## src/rtl/sym_counter_pkg.sv

```systemverilog
// Shared types and widths for the game-period sequencer and its symbol-tick divider.
package sym_counter_pkg;

    localparam int unsigned LEVEL_W      = 4;
    localparam int unsigned SEC_W        = 8;
    localparam int unsigned SYMGEN_CNT_W = 27;

    typedef enum logic [2:0] {
        IDLE,
        PRELIM,
        GAME,
        ANSWER,
        POST,
        DONE
    } period_state_t;

    typedef struct packed {
        logic prelim;
        logic game;
        logic answer;
        logic post;
        logic done;
    } period_flags_t;

    // One-hot period flags for a given state (IDLE has none).
    function automatic period_flags_t flags_for(period_state_t st);
        period_flags_t f;
        f = '0;
        case (st)
            PRELIM:  f.prelim = 1'b1;
            GAME:    f.game   = 1'b1;
            ANSWER:  f.answer = 1'b1;
            POST:    f.post   = 1'b1;
            DONE:    f.done   = 1'b1;
            default: f = '0;
        endcase
        return f;
    endfunction

    // Signed arithmetic so a large level clamps to the floor instead of wrapping.
    function automatic logic [SYMGEN_CNT_W-1:0] symgen_period(int base, int step, int floor_p, int level);
        int p;
        p = base - level * step;
        if (p < floor_p) begin
            p = floor_p;
        end
        return SYMGEN_CNT_W'(p);
    endfunction

endpackage

```

## src/rtl/symgen_divider.sv

```systemverilog
// Programmable cycle divider producing the level-scaled symbol-generator tick.
module symgen_divider
    import sym_counter_pkg::*;
(
    input  logic                    Clk100M,
    input  logic                    ResetN,
    input  logic                    Enable,
    input  logic                    Clear,
    input  logic [SYMGEN_CNT_W-1:0] Period,
    output logic                    Tick
);

    logic [SYMGEN_CNT_W-1:0] count;

    // Clear wins over Enable; a disabled cycle holds the count without ticking.
    always_ff @(posedge Clk100M) begin
        if (!ResetN) begin
            count <= '0;
            Tick  <= 1'b0;
        end else if (Clear) begin
            count <= '0;
            Tick  <= 1'b0;
        end else if (Enable) begin
            if (count == Period - SYMGEN_CNT_W'(1)) begin
                count <= '0;
                Tick  <= 1'b1;
            end else begin
                count <= count + SYMGEN_CNT_W'(1);
                Tick  <= 1'b0;
            end
        end else begin
            Tick <= 1'b0;
        end
    end

endmodule

```

## src/rtl/period_sequencer.sv

```systemverilog
// Game-period controller: PRELIM -> GAME -> ANSWER -> POST per level, level advance, symbol tick.
// Optional freeze on Pause is built only when SEQ_PAUSE_EN is defined.
module period_sequencer
    import sym_counter_pkg::*;
#(
    parameter int unsigned PRELIM_SEC  = 3,
    parameter int unsigned GAME_SEC    = 20,
    parameter int unsigned ANSWER_SEC  = 10,
    parameter int unsigned POST_SEC    = 2,
    parameter int unsigned MAX_LEVEL   = 9,
    parameter int unsigned SYMGEN_BASE = 100000000,
    parameter int unsigned SYMGEN_STEP = 5000000,
    parameter int unsigned SYMGEN_MIN  = 10000000
) (
    input  logic               Clk100M,
    input  logic               ResetN,
    input  logic               Tick1Hz,
    input  logic               Start,
    input  logic               AnswerCorrect,
    input  logic               AnswerWrong,
    input  logic               Pause,
    output logic               PrelimPeriod,
    output logic               GamePeriod,
    output logic               AnswerPeriod,
    output logic               PostPeriod,
    output logic               GameOver,
    output logic [LEVEL_W-1:0] Level,
    output logic               LevelChng,
    output logic [SEC_W-1:0]   SecLeft,
    output logic               SymGenTick
);

    if (PRELIM_SEC == 0 || GAME_SEC == 0 || ANSWER_SEC == 0 || POST_SEC == 0) begin : g_bad_sec
        $error("period_sequencer: every *_SEC parameter must be non-zero");
    end

    period_state_t           state;
    period_flags_t           flags;
    logic                    correct;
    logic                    frozen;
    logic                    tick_ok;
    logic                    expire;
    logic                    answered;
    logic                    div_enable;
    logic                    div_clear;
    logic [SYMGEN_CNT_W-1:0] sym_period;

`ifdef SEQ_PAUSE_EN
    assign frozen = Pause && (state inside {PRELIM, GAME, ANSWER, POST});
`else
    logic pause_unused;
    assign pause_unused = Pause;
    assign frozen       = 1'b0;
`endif

    assign tick_ok  = Tick1Hz && !frozen;
    assign expire   = tick_ok && (SecLeft == SEC_W'(1));
    assign answered = (AnswerCorrect || AnswerWrong) && !frozen;

    // The divider is stopped on the expiring edge so no tick leaks into ANSWER.
    assign div_clear  = (state != GAME);
    assign div_enable = (state == GAME) && !frozen && !expire;
    assign sym_period = symgen_period(int'(SYMGEN_BASE), int'(SYMGEN_STEP), int'(SYMGEN_MIN), int'(Level));

    always_ff @(posedge Clk100M) begin
        if (!ResetN) begin
            state     <= IDLE;
            flags     <= '0;
            Level     <= '0;
            LevelChng <= 1'b0;
            SecLeft   <= '0;
            correct   <= 1'b0;
        end else begin
            LevelChng <= 1'b0;
            case (state)
                IDLE, DONE: begin
                    if (Start) begin
                        state   <= PRELIM;
                        flags   <= flags_for(PRELIM);
                        SecLeft <= SEC_W'(PRELIM_SEC);
                        Level   <= '0;
                    end
                end
                PRELIM: begin
                    if (expire) begin
                        state   <= GAME;
                        flags   <= flags_for(GAME);
                        SecLeft <= SEC_W'(GAME_SEC);
                    end else if (tick_ok) begin
                        SecLeft <= SecLeft - SEC_W'(1);
                    end
                end
                GAME: begin
                    if (expire) begin
                        state   <= ANSWER;
                        flags   <= flags_for(ANSWER);
                        SecLeft <= SEC_W'(ANSWER_SEC);
                    end else if (tick_ok) begin
                        SecLeft <= SecLeft - SEC_W'(1);
                    end
                end
                ANSWER: begin
                    // An answer beats a same-cycle tick; both answers together count as wrong.
                    if (answered || expire) begin
                        state   <= POST;
                        flags   <= flags_for(POST);
                        SecLeft <= SEC_W'(POST_SEC);
                        correct <= answered && AnswerCorrect && !AnswerWrong;
                    end else if (tick_ok) begin
                        SecLeft <= SecLeft - SEC_W'(1);
                    end
                end
                POST: begin
                    if (expire) begin
                        if (correct && (Level < LEVEL_W'(MAX_LEVEL))) begin
                            state     <= PRELIM;
                            flags     <= flags_for(PRELIM);
                            SecLeft   <= SEC_W'(PRELIM_SEC);
                            Level     <= Level + LEVEL_W'(1);
                            LevelChng <= 1'b1;
                        end else begin
                            state   <= DONE;
                            flags   <= flags_for(DONE);
                            SecLeft <= '0;
                        end
                    end else if (tick_ok) begin
                        SecLeft <= SecLeft - SEC_W'(1);
                    end
                end
                default: begin
                    state <= IDLE;
                    flags <= '0;
                end
            endcase
        end
    end

    assign PrelimPeriod = flags.prelim;
    assign GamePeriod   = flags.game;
    assign AnswerPeriod = flags.answer;
    assign PostPeriod   = flags.post;
    assign GameOver     = flags.done;

    symgen_divider u_symgen_divider (
        .Clk100M (Clk100M),
        .ResetN  (ResetN),
        .Enable  (div_enable),
        .Clear   (div_clear),
        .Period  (sym_period),
        .Tick    (SymGenTick)
    );

endmodule

```

## config.mk

```make
export PLATFORM = sky130hd
export DESIGN_NAME = period_sequencer
export DESIGN_NICKNAME = d
export VERILOG_FILES = /design/src/rtl/sym_counter_pkg.sv /design/src/rtl/symgen_divider.sv /design/src/rtl/period_sequencer.sv
export SDC_FILE = /design/constraint.sdc
export NUM_CORES = 1
export LEC_CHECK = 0
export CORE_MARGIN = 2
export CORE_UTILIZATION = 56
export DETAILED_ROUTE_END_ITERATION = 10
export PLACE_DENSITY = 0.75
export SYNTH_ARGS = -nofsm -noshare
export SYNTH_HDL_FRONTEND = slang
export SYNTH_SLANG_ARGS = --single-unit
```

## constraint.sdc

```tcl
create_clock -name Clk100M -period 5.11 [get_ports Clk100M]
set_input_delay 1.022 -clock Clk100M [delete_from_list [all_inputs] [get_ports Clk100M]]
set_output_delay 1.022 -clock Clk100M [all_outputs]
set_load 0.01 [all_outputs]
```

Word-level counts from Yosys, hierarchy flattened
Index checks and enable logic that the tools add are counted.
W data, S select, Z words.
Cells by class
  add/subtract/negate cells: 5
  $mul: 1
  magnitude comparators: 2
  equality and inequality tests: 14
  mux-type cells: 30
  bitwise operators: 2
  reductions and logical operators: 20
Operators by type and width (count)
  $mux W27: 2
  $mux W8: 6
  $pmux W8 S5: 1
  $mux W5: 6
  $lt A28 B25 Y1 const B: 1
  $sub A27 B27 Y28 const A: 1
  $add A27 B1 Y27 const B: 1
  $eq A27 B27 Y1: 1
  $sub A27 B1 Y27 const B: 1
  $pmux W5 S5: 1
  $mul A4 B17 Y21 const B: 1
  $mux W3: 6
  $pmux W3 S5: 1
  $mux W4: 3
  $ne A2 B2 Y1 const B: 6
  $eq A8 B1 Y1 const B: 1
  $pmux W4 S2: 1
  $sub A8 B1 Y8 const B: 1
  $eq A3 B2 Y1 const B: 2
  $eq A3 B3 Y1 const B: 2
  $logic_and A1 B1 Y1: 5
  $reduce_and A5 Y1: 1
  $reduce_bool A5 Y1: 1
  $add A4 B1 Y4 const B: 1
  15 further kinds: 21
Storage, ports and cells
  bits in registers: 50
  bits of input ports: 7
  output and inout bits: 19
  logic and storage cells: 86

Depth between registers and ports, before layout
  depth in word-level cells: 7
  mapped depth: 25

Modules after synthesis
A second synthesis with hierarchy kept.
Unflattened totals
  cell total of the unflattened synthesis: 726
  area total of the unflattened synthesis: 5429.0 um^2
Modules (own cells, without submodules)
  period_sequencer: times used 1, cells each 428, area an instance 3061.7 um^2
  symgen_divider: times used 1, cells each 298, area an instance 2367.3 um^2

Worst setup path before layout
OpenSTA, ideal clock, no wires.
  path kind: register to register
  from: reg Level[2]
  to: reg u_symgen_divider.count[21]
  library setup time: 0.141 ns
  arrival: 5.573 ns
  required time: 4.969 ns
  path slack: -0.604 ns
  cell stages (with the launch flop): 23
  cell sequence: dfxtp_1 > buf_4 > inv_1 > ha_1 > fa_1 > inv_1 > ha_1 > buf_6 > a211oi_2 > nor3_1 > or4_4 > buf_6 > a2111oi_4 > o21a_2 > nor2_2 > o311a_4 > o211a_1 > nor4_2 > a31o_1 > nand3_1 > nor4_4 > buf_6 > nor3_2
Between the ends
  longest elaborated chain between the ends: 7
RTL lines
  start, declared: RTL line period_sequencer.sv:27  | output logic [LEVEL_W-1:0] Level,
  start signal, assigned: RTL line period_sequencer.sv:119  | Level <= Level + LEVEL_W'(1);
  $mul A4 B17 Y21 (*): RTL line sym_counter_pkg.sv:43  | p = base - level * step;
  $sub A27 B27 Y28 (*): RTL line sym_counter_pkg.sv:43
  $lt A28 B25 Y1: RTL line sym_counter_pkg.sv:44  | if (p < floor_p) begin
  $mux W27 (*): RTL line sym_counter_pkg.sv:44
  $sub A27 B1 Y27 (*): RTL line symgen_divider.sv:24  | if (count == Period - SYMGEN_CNT_W'(1)) begin
  $eq A27 B27 Y1 (*): RTL line symgen_divider.sv:24
  $mux W27 (*): RTL line symgen_divider.sv:24
  end signal, assigned: RTL line symgen_divider.sv:28  | count <= count + SYMGEN_CNT_W'(1);
  end, declared: RTL line symgen_divider.sv:13  | logic [SYMGEN_CNT_W-1:0] count;
Every way passes the cells marked *; elsewhere a longest branch is shown, timed or not.
A chain may end at the register's enable or synchronous reset.

Final worst setup path
  from: reg Level[2]
  to: reg u_symgen_divider.count[7]
Same word-level chain as after synthesis.

==> results.ini <==
[run_status]
status=finished with violations
violations=negative setup slack

[critical_path]
worstPathRequired_ps=5320
crit_end=u_symgen_divider.count[7]$_SDFFE_PP0P_
r2r_cells=22
start_kind=flip-flop
worstSetupEndpointType=flip-flop
crit_start=Level[2]$_SDFFE_PN0P_
critical_path.max_fanout=12
crit_type=reg -> reg
reg2reg_to=u_symgen_divider.count[7]$_SDFFE_PP0P_
worstReg2RegStart=Level[2]$_SDFFE_PN0P_
cp.arrival_ps=5520
r2r_slack_ps=-200

[min_path]
hold_path_class=reg -> reg

[clock_tree]
ctsHtreeMaxLevel=2
clkSlewWorstSetupHoldPaths_ps=100
clkLatencyLatePin_ps=330
cts_tree=yes
cts_hold_buf=0
numCtsBuffers=5
cts-root-buf=clkbuf_8
clockBufferDepth=2
cts.sinks=50

[drt]
vias_per_cell=6.027
drt_iter0_drc=285
wire_per_inst_um=16.39
ant_nets=0
first_pass_iters=5
drcViolationCount=0
route.vias.total=5726
wl_um=15580

[logic_synthesis]
yosysSeqAreaShare_pct=18.14
synth_seq_cells=50
syn_inst=718
synth_edf_count=0
synth.distinct_cells=90
syn-cell-area_um2=5518
ys_dominant_reg_cell=dfxtp_1
syn-num-nets=757
yosysWarnings=0
async_flop_share_pct=0
syn_area_per_cell_um2=7.685

[final_layout]
area_growth_pct=27.55
layout_commonest_cell=buf_4
drive_gt1_share_pct=26.32
layout.area.seq_um2=1010
fin_nets=855
multiInputGateArea_um2=4593
fill_cells=735
final_util_pct=72.67
final_cell_mix=buf_4, nand2_1, nor2_1, dfxtp_1, nand3_1
diodes=0

[timing]
rsz0062_at_grt=true
period_minus_slack_ps=5309
drv_slew=0
clock_skew_ps=11.34
fmax_mhz=188.4
setup_slack_ps=-198.7
slew_headroom_pct=44.47
setup_viol=26
worst_slew_pin_slew_ps=833.0
post-route-period-util_pct=103.9
hold_viol_final=0

[global_routing]
overflow=0
grt_max_degree=27
antenna_found_initial=0
grt_use_total_pct=30.08
grt_pass1_wl_um=25870
grt_pass1_vias=5555

[die]
die_h_um=103.3
start_util_pct=56.98
fp-row-count=36
die_area_um2=10660
fp.dieW_um=103.3
io_pins=26
core_region_area_um2=9684

[pwr]
power-per-cell-area_nw_per_um2=201.2
totalPowerFinal_uw=1416
peakVddDrop_mv=0.2163
p_leak_uw=0.002724

[run]
cap_violations=0

[placement]
dp_hpwl_um=11370
numPortBuffers=24
finalWeightedCongestion=0.9789

-- stage by stage --
| step | instance area (um^2) | hold slack, ps | instances | setup slack (ps) | TNS, ps |
|---|---|---|---|---|---|
| after floorplan | 5568 | 462.0 | 718 | -237.6 | -4804 |
| after global placement | 6464 | 459.6 | 927 | -107.5 | -2455 |
| after CTS | 6814 | 480.9 | 947 | -72.71 | -1402 |
| after global routing | 7038 | 513.7 | 950 | -406.9 | -9821 |
| after detailed placement | 6464 | 463.8 | 927 | -184.7 | -4320 |
| final | 7038 | 480.7 | 950 | -198.7 | -4464 |
-- kinds of logic (layout without fill, tap and decap cells) --
kind of cell | after synthesis | count (layout) | share of synthesized area, %
AOI/OAI and AO/OA | 185 | 185 | 24.65
DFF | 50 | 50 | 18.14
adders and majority gates | 32 | 32 | 7.528
xor gates and xnor gates | 77 | 77 | 12.49
and+or+nand+nor | 310 | 310 | 31.54
muxes | 4 | 4 | 0.7483
buffers and inverters | 60 | 159 | 4.898
-- Yosys cell counts (4+ instances only) --
library cell   n  area (um^2)
a21o_1        10        75.07
and2_1        17        106.4
o21ai_0       35        175.2
nor3_2        21        210.2
dfxtp_1       50         1001
a211oi_1       5        37.54
inv_1         23        86.33
xnor2_1       39        341.6
nand3_1       37        185.2
nor3_1        27        135.1
nand2_1       60        225.2
buf_6          4        45.04
nor2b_1       11        68.82
nor4_1         7        43.79
nand2b_1       8        50.05
or3_1         10        62.56
nand4_1       10        62.56
a21oi_2        5        43.79
xor2_1        36        315.3
clkbuf_1      26        97.59
nand3b_1       7        52.55
or2_2          4        25.02
nor2_1        54        202.7
a21boi_0       9        67.56
a31oi_1        8        50.05
and3_1        18        112.6
ha_1          30        375.4
o22ai_1        5        31.28
a211o_1        8        70.07
a21oi_1       38        190.2
o211ai_1       5        37.54
-- sequential cells by signal, indices dropped and copies added, names as in the netlist --
register                cells
AnswerPeriod                1
GameOver                    1
GamePeriod                  1
Level                       4
LevelChng                   1
PostPeriod                  1
PrelimPeriod                1
SecLeft                     8
correct                     1
state                       3
u_symgen_divider.Tick       1
u_symgen_divider.count     27
-- worst max-delay path, cell delays in order, from the launching register on --
cell and delay, ps:
dfxtp_4 380, clkinvlp_4 100, ha_4 230, fa_1 520, inv_2 50, ha_4 240, a211oi_4 300, o21ai_2 130
xor2_2 200, and4bb_4 250, a2111oi_4 330, buf_4 200, nor3_4 50, xnor2_1 320, o311a_4 300, nor3_1 70
or3_4 410, nor4_4 280, o2111ai_2 200, nor4_4 260, buf_4 180, buf_12 140, nor3_2 50
-- where the power goes --
group	switching (uW)	total, uW	internal, uW
registers	33.5	439	406
clock network	146	288	142
logic	386	689	303
-- timing repair --
action                                  in CTS  in global routing
resized for setup                           19                 39
gates cloned                                 2                  0
buffers inserted                            10                  3
pin swaps                                    7                 19
endpoints found under the setup margin      26                 26
-- routing by layer --
layer	GRT usage [%]	up-vias	routed length (um)
met3	3.091	34	689
met1	37.89	2721	6673
met4	8.704	0	350
li1	-	2814	-
met2	54.30	157	7862
met5	0	-	0
-- worst min path at each step --
stage	from	to	slack, ps	cells after the start
2_1_floorplan	u_symgen_divider.count[1]$_SDFFE_PP0P_	u_symgen_divider.count[1]$_SDFFE_PP0P_	460	2
3_3_place_gp	GamePeriod$_SDFFE_PN0P_	GamePeriod$_SDFFE_PN0P_	460	2
3_5_place_dp	AnswerPeriod$_SDFFE_PN0P_	AnswerPeriod$_SDFFE_PN0P_	460	2
4_1_cts	AnswerPeriod$_SDFFE_PN0P_	AnswerPeriod$_SDFFE_PN0P_	480	2
5_1_grt	PostPeriod$_SDFFE_PN0P_	PostPeriod$_SDFFE_PN0P_	510	2
6_report	AnswerPeriod$_SDFFE_PN0P_	AnswerPeriod$_SDFFE_PN0P_	480	2
-- layout make-up --
cell class                 count  area share (%)
tap                          133           2.364
clock inverter                 1          0.1244
inverter                      23           1.280
clock buffer                   7           1.529
timing repair buffer         128           15.09
sequential                    50           14.35
multi-input combinational    608           65.26
(Power assumes the default switching activity.)
